### src/rtl/cpu_mem_arbiter_pkg.sv
// cpu_mem_arbiter_pkg: shared word type plus arbiter state, port and request types.
package rv32i_types;
    typedef logic [31:0] rv32i_word;
endpackage

package arbiter_types;
    import rv32i_types::*;

    typedef enum logic [1:0] {IDLE, SERVE_I, SERVE_D, DONE} arb_state_t;
    typedef enum logic {PORT_I, PORT_D} arb_port_t;

    typedef struct packed {
        logic       read;
        logic       write;
        logic [3:0] byte_enable;
        rv32i_word  address;
        rv32i_word  wdata;
    } mem_req_t;
endpackage

### src/rtl/cpu_mem_arbiter_select.sv
// arb_req_select: picks which CPU port to grant from IDLE, round-robin on a tie,
// and normalises a read+write request into a plain write.
module arb_req_select
    import arbiter_types::*;
(
    input  mem_req_t   i_req_i,
    input  mem_req_t   i_req_d,
    input  arb_port_t  i_last_grant,
    input  arb_state_t i_state,
    output logic       o_grant_valid,
    output arb_port_t  o_grant_port,
    output mem_req_t   o_sel
);
    logic     w_pend_i;
    logic     w_pend_d;
    mem_req_t w_raw;

    assign w_pend_i = i_req_i.read | i_req_i.write;
    assign w_pend_d = i_req_d.read | i_req_d.write;

    always_comb begin
        o_grant_valid = (i_state == IDLE) && (w_pend_i || w_pend_d);
        o_grant_port  = (w_pend_i && w_pend_d) ? ((i_last_grant == PORT_D) ? PORT_I : PORT_D)
                                               : (w_pend_i ? PORT_I : PORT_D);
        w_raw         = (o_grant_port == PORT_I) ? i_req_i : i_req_d;
        o_sel         = w_raw;
        o_sel.read    = w_raw.read & ~w_raw.write;
    end
endmodule

### src/rtl/cpu_mem_arbiter.sv
// cpu_mem_arbiter: serialises the CPU instruction and data memory ports onto one
// registered downstream port, one transaction at a time, round-robin on contention.
module cpu_mem_arbiter
    import arbiter_types::*;
(
    input  logic        clk,
    input  logic        rst,
    input  logic        i_mem_read,
    input  logic        i_mem_write,
    input  logic [3:0]  i_mem_byte_enable,
    input  logic [31:0] i_mem_address,
    input  logic [31:0] i_mem_wdata,
    output logic        i_mem_resp,
    output logic [31:0] i_mem_rdata,
    input  logic        d_mem_read,
    input  logic        d_mem_write,
    input  logic [3:0]  d_mem_byte_enable,
    input  logic [31:0] d_mem_address,
    input  logic [31:0] d_mem_wdata,
    output logic        d_mem_resp,
    output logic [31:0] d_mem_rdata,
    output logic        mem_read,
    output logic        mem_write,
    output logic [3:0]  mem_byte_enable,
    output logic [31:0] mem_address,
    output logic [31:0] mem_wdata,
    input  logic        mem_resp,
    input  logic [31:0] mem_rdata
);
    arb_state_t r_state;
    arb_state_t w_next;
    arb_port_t  r_last_grant;
    arb_port_t  w_grant_port;
    mem_req_t   r_req;
    mem_req_t   w_req_i;
    mem_req_t   w_req_d;
    mem_req_t   w_sel;
    logic       w_grant_valid;
    logic       w_resp_hit;

    assign w_req_i = '{read: i_mem_read, write: i_mem_write, byte_enable: i_mem_byte_enable,
                       address: i_mem_address, wdata: i_mem_wdata};
    assign w_req_d = '{read: d_mem_read, write: d_mem_write, byte_enable: d_mem_byte_enable,
                       address: d_mem_address, wdata: d_mem_wdata};

    arb_req_select u_select (
        .i_req_i       (w_req_i),
        .i_req_d       (w_req_d),
        .i_last_grant  (r_last_grant),
        .i_state       (r_state),
        .o_grant_valid (w_grant_valid),
        .o_grant_port  (w_grant_port),
        .o_sel         (w_sel)
    );

    // DONE falls to the default arm: one dead cycle so a held old request is not re-served.
    always_comb begin
        w_next     = r_state;
        i_mem_resp = 1'b0;
        d_mem_resp = 1'b0;
        case (r_state)
            IDLE:    w_next = w_grant_valid ? ((w_grant_port == PORT_I) ? SERVE_I : SERVE_D) : IDLE;
            SERVE_I: begin
                i_mem_resp = mem_resp;
                w_next     = mem_resp ? DONE : SERVE_I;
            end
            SERVE_D: begin
                d_mem_resp = mem_resp;
                w_next     = mem_resp ? DONE : SERVE_D;
            end
            default: w_next = IDLE;
        endcase
    end

    assign w_resp_hit = i_mem_resp | d_mem_resp;

    always_ff @(posedge clk or posedge rst) begin
        if (rst) begin
            r_state      <= IDLE;
            r_last_grant <= PORT_D;
            r_req        <= '0;
        end else begin
            r_state <= w_next;
            if (w_grant_valid) begin
                r_req <= w_sel;
            end else if (w_resp_hit) begin
                r_req.read   <= 1'b0;
                r_req.write  <= 1'b0;
                r_last_grant <= (r_state == SERVE_I) ? PORT_I : PORT_D;
            end
        end
    end

    assign mem_read        = r_req.read;
    assign mem_write       = r_req.write;
    assign mem_byte_enable = r_req.byte_enable;
    assign mem_address     = r_req.address;
    assign mem_wdata       = r_req.wdata;
    assign i_mem_rdata     = mem_rdata;
    assign d_mem_rdata     = mem_rdata;
endmodule
### config.mk
export PLATFORM = sky130hd
export DESIGN_NAME = cpu_mem_arbiter
export DESIGN_NICKNAME = d
export VERILOG_FILES = /design/src/rtl/cpu_mem_arbiter_pkg.sv /design/src/rtl/cpu_mem_arbiter_select.sv /design/src/rtl/cpu_mem_arbiter.sv
export SDC_FILE = /design/constraint.sdc
export NUM_CORES = 1
export LEC_CHECK = 0
export ABC_CLOCK_PERIOD_IN_PS = 3300
export CAP_MARGIN = 20
export CORE_ASPECT_RATIO = 0.75
export CORE_MARGIN = 5
export CORE_UTILIZATION = 35
export CTS_CLUSTER_DIAMETER = 30
export CTS_CLUSTER_SIZE = 8
export DETAILED_ROUTE_END_ITERATION = 7
export GPL_TIMING_DRIVEN = 1
export MAX_ROUTING_LAYER = met4
export PLACE_DENSITY = 0.88
export SLEW_MARGIN = 0
export SYNTH_ARGS = -nofsm -noshare
export SYNTH_HDL_FRONTEND = slang
export SYNTH_HIERARCHICAL = 1
export SYNTH_SLANG_ARGS = --single-unit
### constraint.sdc
create_clock -name clk -period 3.3 [get_ports clk]
set_input_delay 0.99 -clock clk [delete_from_list [all_inputs] [get_ports clk]]
set_output_delay 0.99 -clock clk [all_outputs]
set_load 0.02 [all_outputs]
[After elaboration in Yosys (flattened, before gate mapping)]
Index checks and enable logic that the tools add are counted.
Word-level totals
  output and inout bits: 136
  memories kept: 0
  register bits after elaboration: 73
  latch bits: 0
  memory bits (read-only): 0
  logic and storage cells: 35
  bits in writable memories: 0
Cells by class
  divide/modulo/power cells: 0
  order comparisons: 0
  $add $sub $neg: 0
  shifts and indexed selects: 0
  reduce and logical (&&, ||, !) cells: 6
  equal/unequal tests: 2
  multiplexer cells: 14
  bitwise logic cells: 6
  multipliers: 0
Operators with widths (number)
  $mux 70: 1
  $mux 2: 5
  $mux 1: 7
  $pmux 2 s3: 1
  $or 1x1->1: 3
  $eq 2x1->1 const B: 1
  $eq 2x2->1 const B: 1
  $logic_and 1x1->1: 2
  $logic_not 2->1: 1
  $not 1->1: 2
  $reduce_and 2->1: 1
  $reduce_bool 2->1: 1
  $and 1x1->1: 1
  $logic_or 1x1->1: 1

[Depth between registers and ports, before layout]
Gate-level depths: netlist (run 1).
  depth after elaboration: 7
  mapped depth: 8
  mapped depth without buffers: 5

[Cells and area by module]
Netlist (run 1), hierarchy kept.
By module, submodules not included
  cpu_mem_arbiter: area each 3301.9 um2, instances 1, cells each 236
  arb_req_select: area each 932.1 um2, instances 1, cells each 89

[Worst setup path before layout (run 1)]
OpenSTA, ideal clock, no wires.
  kind: input -> output
  start: input port mem_resp
  end: output port d_mem_resp
  cell stages on the path: 2
  path slack: 0.810 ns
  buffers on the path: 0
  data arrival time: 1.500 ns
  data required time: 2.310 ns
  cell sequence: or2b_1 nor2_1
Between the ends
  cells in the longest elaborated chain, start to end: 1
Ends and longest elaborated chain
  start: declaration: RTL line cpu_mem_arbiter.sv:27  | input logic mem_resp,
  $mux 1: RTL line cpu_mem_arbiter.sv:61  | case (r_state)
  end: declaration: RTL line cpu_mem_arbiter.sv:20  | output logic d_mem_resp,
No other way between the ends.

[Final worst setup path (run 1)]
Same ends and word-level chain as after synthesis.

==> results.rst, run 1 <==
.. list-table::
   :header-rows: 1

   * - Metric
     - Value
   * - Total internal power
     - roughly 3.8 mW
   * - Most common cell after layout, fill and taps aside
     - sky130_fd_sc_hd__clkdlybuf4s50_1
   * - Critical Path Max Stage Delay
     - around 0.55 ns
   * - Syn_nets
     - 500
   * - Number of hold violations in the final report
     - 0
   * - Clock-pin slew of the registers on the worst-case setup and hold paths
     - roughly 0.06 ns
   * - Setup-violating endpoint count in the final report
     - 0
   * - Endpoint required time on the critical path
     - 2.31 ns
   * - Setup repair after global routing missed its margin
     - no
   * - Synth async-reset ratio
     - between 90% and 100%
   * - Die Outline Area
     - roughly 14,000 sq um
   * - Number of sinks handled by clock tree synthesis
     - between 70 and 80
   * - Number of buffers inserted for hold repair after clock tree synthesis
     - 0
   * - Cell family contributing the most delay on the critical path
     - buffers and inverters
   * - Horizontal extent of the die
     - roughly 140 um
   * - Routability cong.
     - between 0.7 and 0.8
   * - Post-route setup TNS
     - 0 ns
   * - Time the final worst path needs with I/O delays and setup
     - around 3 ns
   * - Number of unique standard cell types used by synthesis
     - 27
   * - CP Launch Type
     - primary input
   * - Ys Warns
     - 6
   * - Total power per unit cell area
     - around 900 nW/um^2
   * - Total clock buffers created by CTS
     - 9
   * - Maximum VDD drop
     - just over 0.4 mV
   * - Number of enable-type register cells in the synthesized netlist
     - 0
   * - Class of the most critical hold timing path
     - flip-flop to flip-flop
   * - Slew @ Worst Pin
     - 0.964 ns
   * - Chip Height
     - 105 um
   * - CP Data Arrival Time
     - 2.06 ns
   * - Number of buffers added for setup after CTS
     - 0
   * - Fraction of power consumed by the clock network
     - approximately 17%
   * - Worst Path Max Fanout
     - 5
   * - Number of fillers in the final layout
     - 930
   * - Iter 0 DRT Violations
     - between 60 and 70
   * - Mean post-synth cell area
     - approximately 13 sq um
   * - Total of max-cap violations
     - 0
   * - Standby leakage power
     - between 2 and 3 nW
   * - Total I/O pin count
     - around 310
   * - Post-route clock period utilization
     - between 90 and 100%
   * - Overall fraction of global-route tracks in use
     - about 16%
   * - CTS tree
     - yes
   * - Remaining global-route overflow
     - 0
   * - Buffer and inverter count on the worst path
     - 2
   * - Maximum buffer depth of the clock tree
     - 2
   * - Area grow syn2layout
     - 50.7%
   * - Initial cell density of the core
     - 36.2%
   * - Total Routed Length
     - ~11,000 um
   * - Most frequent cells in the layout
     - 212 x sky130_fd_sc_hd__clkdlybuf4s50_1, 126 x sky130_fd_sc_hd__mux2_2, 72 x sky130_fd_sc_hd__dfrtp_1
   * - Share of total power consumed by net switching
     - 34.7%
   * - Final Slew Violations
     - 0
   * - Post-cts repair resize count
     - 0
   * - Cell breakdown of the critical path
     - clkdlybuf4s50_1, or2b_1, nor2_1, buf_4
   * - Std-Cell Rows
     - 34
   * - Status
     - finished, final reports clean
   * - Largest net degree at the start of global routing
     - 74
   * - I/O Buffers
     - around 210
   * - Flop pwr share
     - between 20% and 30%
   * - Initial antenna violation count
     - 1
   * - Max transition margin
     - roughly 35%
   * - Critical path endpoint category
     - primary output
   * - Proportion of synthesized chip area in sequential cells
     - ~43%
   * - Clock root buffer
     - sky130_fd_sc_hd__clkbuf_16
   * - Final-stage net count
     - 650
   * - Detail Placement HPWL
     - about 9000 um
   * - Post-Syn Instances
     - 325
   * - Ratio of routed vias to standard cells
     - ~4.6
   * - Switching Power
     - 2.00 mW
   * - Global-route wire length before repair
     - about 18,000 um
   * - Maximum clock frequency
     - 0.328 GHz
   * - Post-Syn Area
     - between 4000 and 5000 sq um
   * - Final antenna-violating net count
     - 0
   * - DRC violations left
     - 0
   * - Post-synthesis sequential element count
     - between 70 and 80
   * - Primary flip-flop cell chosen by synthesis mapping
     - sky130_fd_sc_hd__dfrtp_1
   * - H-Tree Level Count
     - 3
   * - Post-route worst hold slack
     - around 0.48 ns
   * - WS Path Type
     - primary input to primary output
   * - Proportion of layout cells with a drive suffix above 1
     - between 30 and 40%
   * - Clock skew
     - between 0.005 and 0.006 ns
   * - Clock latency on the worst-skew pair
     - about 0.33 ns
   * - TritonRoute pass-1 iters
     - 4
   * - Via count of the first global-routing pass
     - between 3,000 and 4,000
   * - Logic pwr share
     - between 50% and 60%
   * - Total via count after detailed routing
     - slightly below 3,000
   * - Core Box Area
     - roughly 12,000 sq um
   * - Final routed wire length divided by cell count
     - between 15 and 20 um
   * - Slowest CP cell
     - sky130_fd_sc_hd__clkdlybuf4s50_1
## worst reg2reg max path, cell delays in order (launching register included)
cell and delay [ns]:
sky130_fd_sc_hd__dfrtp_1 0.50, sky130_fd_sc_hd__nor3_2 0.84, sky130_fd_sc_hd__buf_12 0.28, sky130_fd_sc_hd__mux2_2 0.36
## stage by stage
step	std cells	power (mW)	setup WS (ns)	utilization [%]	cell area [sq um]
global route	643	6.08	0.177	54.5	6380
floorplan	325	3.59	0.458	-	4230
CTS	642	5.85	0.241	54.5	6380
global placement	626	4.74	0.265	52.0	6080
detailed placement	626	4.85	0.170	52.0	6080
finish	643	5.75	0.248	54.5	6380
## layer usage
layer	wire [um]	part of all wire [%]	vias up	global-route usage, %
li1	-	-	1365	-
met1	4180	37	1411	16.9
met2	5660	50	185	26.3
met3	1290	11	19	7.05
met4	165	1.5	0	5.27
met5	0	0	-	-
## power by group through the flow
stage          clock network [mW]  registers, mW  logic, mW
2_1_floorplan                   0           2.16       1.43
3_3_place_gp                    0           1.63       3.11
3_5_place_dp                    0           1.65       3.19
4_1_cts                      1.00           1.64       3.20
5_1_grt                      1.04           1.70       3.34
6_report                    0.970           1.63       3.15
## state kept, by name, indices dropped and copies added (netlist names)
register,flops
mem_address,32
r_state,2
mem_byte_enable,4
mem_write,1
mem_wdata,32
r_last_grant,1
mem_read,1
## synthesized netlist by cell type (2+ instances only)
master / n / area, sq um
sky130_fd_sc_hd__buf_4: 64 / 480
sky130_fd_sc_hd__nor2b_1: 2 / 12.5
sky130_fd_sc_hd__a21oi_1: 5 / 25.0
sky130_fd_sc_hd__inv_1: 4 / 15.0
sky130_fd_sc_hd__buf_2: 7 / 35.0
sky130_fd_sc_hd__dfrtp_1: 72 / 1800
sky130_fd_sc_hd__or2b_1: 2 / 15.0
sky130_fd_sc_hd__mux2i_1: 2 / 20.0
sky130_fd_sc_hd__nor2_1: 6 / 22.5
sky130_fd_sc_hd__mux2_4: 9 / 135
sky130_fd_sc_hd__mux2_2: 126 / 1420
sky130_fd_sc_hd__nand2_1: 2 / 7.51
sky130_fd_sc_hd__buf_6: 10 / 113
## layout make-up
class / instances / area, sq um / share of cell area [%]
repair buffers: 220 / 2260 / 35.4
flip-flops and latches: 73 / 1830 / 28.7
multi-input cells: 167 / 1780 / 27.8
clock buffers: 11 / 243 / 3.80
well taps: 162 / 203 / 3.18
clock inverters: 5 / 55.1 / 0.863
inverters: 4 / 15.0 / 0.235
diodes: 1 / 2.50 / 0.0392
## final timing paths
| path | depth (start not counted) | slack (ns) | end | startpoint |
|---|---|---|---|---|
| max | 4 | 0.25 | d_mem_resp | mem_resp |
| min | 1 | 0.48 | mem_wdata[16]$_DFFE_PP0P_ | mem_wdata[16]$_DFFE_PP0P_ |
| max reg2reg | 3 | 1.21 | mem_byte_enable[3]$_DFFE_PP0P_ | r_state[1]$_DFF_PP0_ |
| min reg2reg | 1 | 0.48 | mem_wdata[16]$_DFFE_PP0P_ | mem_wdata[16]$_DFFE_PP0P_ |
| max in group asynchronous | 3 | 1.89 | r_last_grant$_DFFE_PP1P_ | rst |
| min in group asynchronous | 3 | 1.08 | mem_wdata[31]$_DFFE_PP0P_ | rst |
## cells by family (layout without fill, tap and decap cells)
family,after synthesis,count (layout),share of synthesized area (%)
muxes,138,138,37.4
buffers and inverters,85,240,15.2
DFF,73,73,43.2
and+or+nand+nor,18,18,2.39
AOI/OAI and AO/OA,10,10,1.60
xor gates and xnor gates,1,1,0.207
other,0,1,0
Note: power is estimated with default switching activity, not from simulation.
==> run 2: changes to the inputs <==
--- a/config.mk
+++ b/config.mk
@@ -10,7 +10,7 @@
 export CORE_ASPECT_RATIO = 0.75
 export CORE_MARGIN = 5
 export CORE_UTILIZATION = 35
-export CTS_CLUSTER_DIAMETER = 30
+export CTS_CLUSTER_DIAMETER = 150
 export CTS_CLUSTER_SIZE = 8
 export DETAILED_ROUTE_END_ITERATION = 7
 export GPL_TIMING_DRIVEN = 1
==> results of run 2 <==
Same layout as run 1: the final DEF is identical, and so are final timing and power.
==> run 3: changes to the inputs <==
--- a/config.mk
+++ b/config.mk
@@ -5,17 +5,17 @@
 export SDC_FILE = /design/constraint.sdc
 export NUM_CORES = 1
 export LEC_CHECK = 0
-export ABC_CLOCK_PERIOD_IN_PS = 3300
+export ABC_CLOCK_PERIOD_IN_PS = 3800
 export CAP_MARGIN = 20
 export CORE_ASPECT_RATIO = 0.75
 export CORE_MARGIN = 5
-export CORE_UTILIZATION = 35
+export CORE_UTILIZATION = 38
 export CTS_CLUSTER_DIAMETER = 150
 export CTS_CLUSTER_SIZE = 8
 export DETAILED_ROUTE_END_ITERATION = 7
 export GPL_TIMING_DRIVEN = 1
 export MAX_ROUTING_LAYER = met4
-export PLACE_DENSITY = 0.88
+export PLACE_DENSITY = 0.94
 export SLEW_MARGIN = 0
 export SYNTH_ARGS = -nofsm -noshare
 export SYNTH_HDL_FRONTEND = slang
==> constraint.sdc (replaced) <==
create_clock -name clk -period 3.8 [get_ports clk]
set_input_delay 1.14 -clock clk [delete_from_list [all_inputs] [get_ports clk]]
set_output_delay 1.14 -clock clk [all_outputs]
set_load 0.02 [all_outputs]
==> results.rst, run 3 (same netlist as run 1, synthesis figures left out) <==
.. list-table::
   :header-rows: 1

   * - Metric
     - Value
   * - Maximum clock frequency
     - between 0.2 and 0.3 GHz
   * - Critical Path Max Stage Delay
     - 0.62 ns (+0.07 ns)
   * - Most common cell after layout, fill and taps aside
     - sky130_fd_sc_hd__clkdlybuf4s50_1
   * - Final routed wire length divided by cell count
     - 18.4 um (+4.5%)
   * - Horizontal extent of the die
     - 132 um (-3.7%)
   * - Clock latency on the worst-skew pair
     - 0.32 ns (about the same)
   * - Area grow syn2layout
     - 48.8%
   * - Final Slew Violations
     - 0 (unchanged)
   * - Post-route worst hold slack
     - 0.503 ns (+0.0210 ns)
   * - Maximum VDD drop
     - 0.463 mV (+12%)
   * - Number of buffers added for setup after CTS
     - 0 (unchanged)
   * - Final antenna-violating net count
     - 0 (unchanged)
   * - DRC violations left
     - 0 (unchanged)
   * - Setup repair after global routing missed its margin
     - no
   * - Total of max-cap violations
     - 0 (unchanged)
   * - Number of buffers inserted for hold repair after clock tree synthesis
     - 0 (unchanged)
   * - CP Launch Type
     - primary input
   * - Initial cell density of the core
     - 38.8% (+2.7 points)
   * - Max transition margin
     - 65.1% (+30 points)
   * - Total via count after detailed routing
     - 2,981 (+0.034%)
   * - H-Tree Level Count
     - 3 (unchanged)
   * - Most prevalent standard cell on the critical path
     - sky130_fd_sc_hd__clkdlybuf4s50_1
   * - Clock root buffer
     - sky130_fd_sc_hd__clkbuf_16
   * - Largest net degree at the start of global routing
     - 42 (-43%)
   * - Post-route setup TNS
     - 0 ns (unchanged)
   * - Core Box Area
     - 10,900 sq um (-6.8%)
   * - Maximum buffer depth of the clock tree
     - 2 (unchanged)
   * - Antenna Diode Count
     - 0 (-1)
   * - Class of the most critical hold timing path
     - flip-flop to flip-flop
   * - Detail Placement HPWL
     - 9280 um (+3.3%)
   * - Clock skew
     - 0.00758 ns (+0.00181 ns)
   * - Post-cts repair resize count
     - 0 (unchanged)
   * - Initial antenna violation count
     - 0 (-1)
   * - I/O Buffers
     - 214 (unchanged)
   * - Number of fillers in the final layout
     - 854 (-8.2%)
   * - Endpoint required time on the critical path
     - 2.66 ns (+0.35 ns)
   * - Worst Path Max Fanout
     - 2 (-3)
   * - Number of hold violations in the final report
     - 0 (unchanged)
   * - CTS tree
     - yes
   * - Std-Cell Rows
     - 33 (-2.9%)
   * - Global-route wire length before repair
     - 17,700 um (+0.75%)
   * - Total I/O pin count
     - 311 (unchanged)
   * - Total Routed Length
     - 11,400 um (+0.60%)
   * - Total clock buffers created by CTS
     - 9 (unchanged)
   * - Proportion of layout cells with a drive suffix above 1
     - 33.4% (-0.56 points)
   * - Critical path endpoint category
     - primary output
   * - Die Outline Area
     - 13,400 sq um (-7.2%)
   * - Number of sinks handled by clock tree synthesis
     - 73 (unchanged)
   * - Iter 0 DRT Violations
     - 45 (-35%)
   * - CP Data Arrival Time
     - 2.59 ns (+0.53 ns)
   * - Most frequent cells in the layout
     - 214 x sky130_fd_sc_hd__clkdlybuf4s50_1, 126 x sky130_fd_sc_hd__mux2_2, 72 x sky130_fd_sc_hd__dfrtp_1
   * - Setup-violating endpoint count in the final report
     - 0 (unchanged)
   * - Standby leakage power
     - 2.50 nW (-0.75%)
   * - Status
     - finished, final reports clean
   * - Cell breakdown of the critical path
     - clkdlybuf4s50_1, or2b_1, nor2_1, clkdlybuf4s50_1
   * - WS Path Type
     - primary input to primary output
   * - Final-stage net count
     - 651 (+0.15%)
   * - Via count of the first global-routing pass
     - 3,399 (-0.38%)
   * - Remaining global-route overflow
     - 0 (unchanged)
   * - Routability cong.
     - 0.741 (+1.1%)
   * - Slew @ Worst Pin
     - 0.524 ns (-0.440 ns)
   * - Overall fraction of global-route tracks in use
     - 17.1% (+1.2 points)
   * - Clock-pin slew of the registers on the worst-case setup and hold paths
     - 0.05 ns (about the same)
   * - Time the final worst path needs with I/O delays and setup
     - approximately 3.7 ns
   * - Ratio of routed vias to standard cells
     - 4.82 (+3.9%)
   * - Post-route clock period utilization
     - 98.1%
   * - Chip Height
     - 101 um (-3.6%)
   * - Total power per unit cell area
     - 782 nW/um^2 (-13%)
   * - Slowest CP cell
     - sky130_fd_sc_hd__clkdlybuf4s50_1
   * - TritonRoute pass-1 iters
     - 4 (unchanged)
-- run 3: routing by layer --
metal  share of wire [%]  vias to the layer above  global-route usage, %
met5                   0                        -                      -
met3                  10                       13                   8.69
met4                0.95                        0                   3.87
li1                    -                     1361                      -
met1                  37                     1407                   17.5
met2                  51                      200                   29.6
-- run 3: worst max-delay path, delay by kind of cell --
| kind | cells | cell delay [ns] |
|---|---|---|
| simple gates | 2 | 0.35 |
| buf+inv | 2 | 1.09 |
-- run 3: cell type report --
class	instances	area, sq um	share of cell area [%]
inverters	4	16.3	0.258
flip-flops and latches	73	1830	29.0
clock buffers	11	243	3.85
well taps	140	175	2.78
repair buffers	221	2220	35.2
clock inverters	3	42.5	0.675
multi-input cells	167	1780	28.2
-- run 3: worst paths after layout --
path,start,end,slack (ns),cells after the start
min in group asynchronous,rst,mem_address[25]$_DFFE_PP0P_,1.14,2
setup / recovery,mem_resp,d_mem_resp,0.07,4
max in group asynchronous,rst,mem_address[20]$_DFFE_PP0P_,1.93,3
hold / removal,mem_address[1]$_DFFE_PP0P_,mem_address[1]$_DFFE_PP0P_,0.50,1
hold reg to reg,mem_address[1]$_DFFE_PP0P_,mem_address[1]$_DFFE_PP0P_,0.50,1
setup reg to reg,r_last_grant$_DFFE_PP1P_,mem_wdata[4]$_DFFE_PP0P_,1.80,4
-- run 3: through the flow --
stage | setup WS [ns] | std cells | power [mW] | area, sq um | util (%)
floorplan | 0.808 | 325 | 3.11 | 4230 | -
global placement | 0.110 | 605 | 4.07 | 6020 | 55.2
detailed placement | 0.0905 | 605 | 4.17 | 6020 | 55.2
CTS | 0.0761 | 619 | 5.01 | 6300 | 57.8
global route | 0.0411 | 619 | 5.21 | 6300 | 57.8
finish | 0.0728 | 619 | 4.93 | 6300 | 57.8
-- run 3: where the power goes --
| group | switching [mW] | internal [mW] |
|---|---|---|
| registers | 0.231 | 1.19 |
| clock network | 0.294 | 0.517 |
| logic | 1.18 | 1.51 |
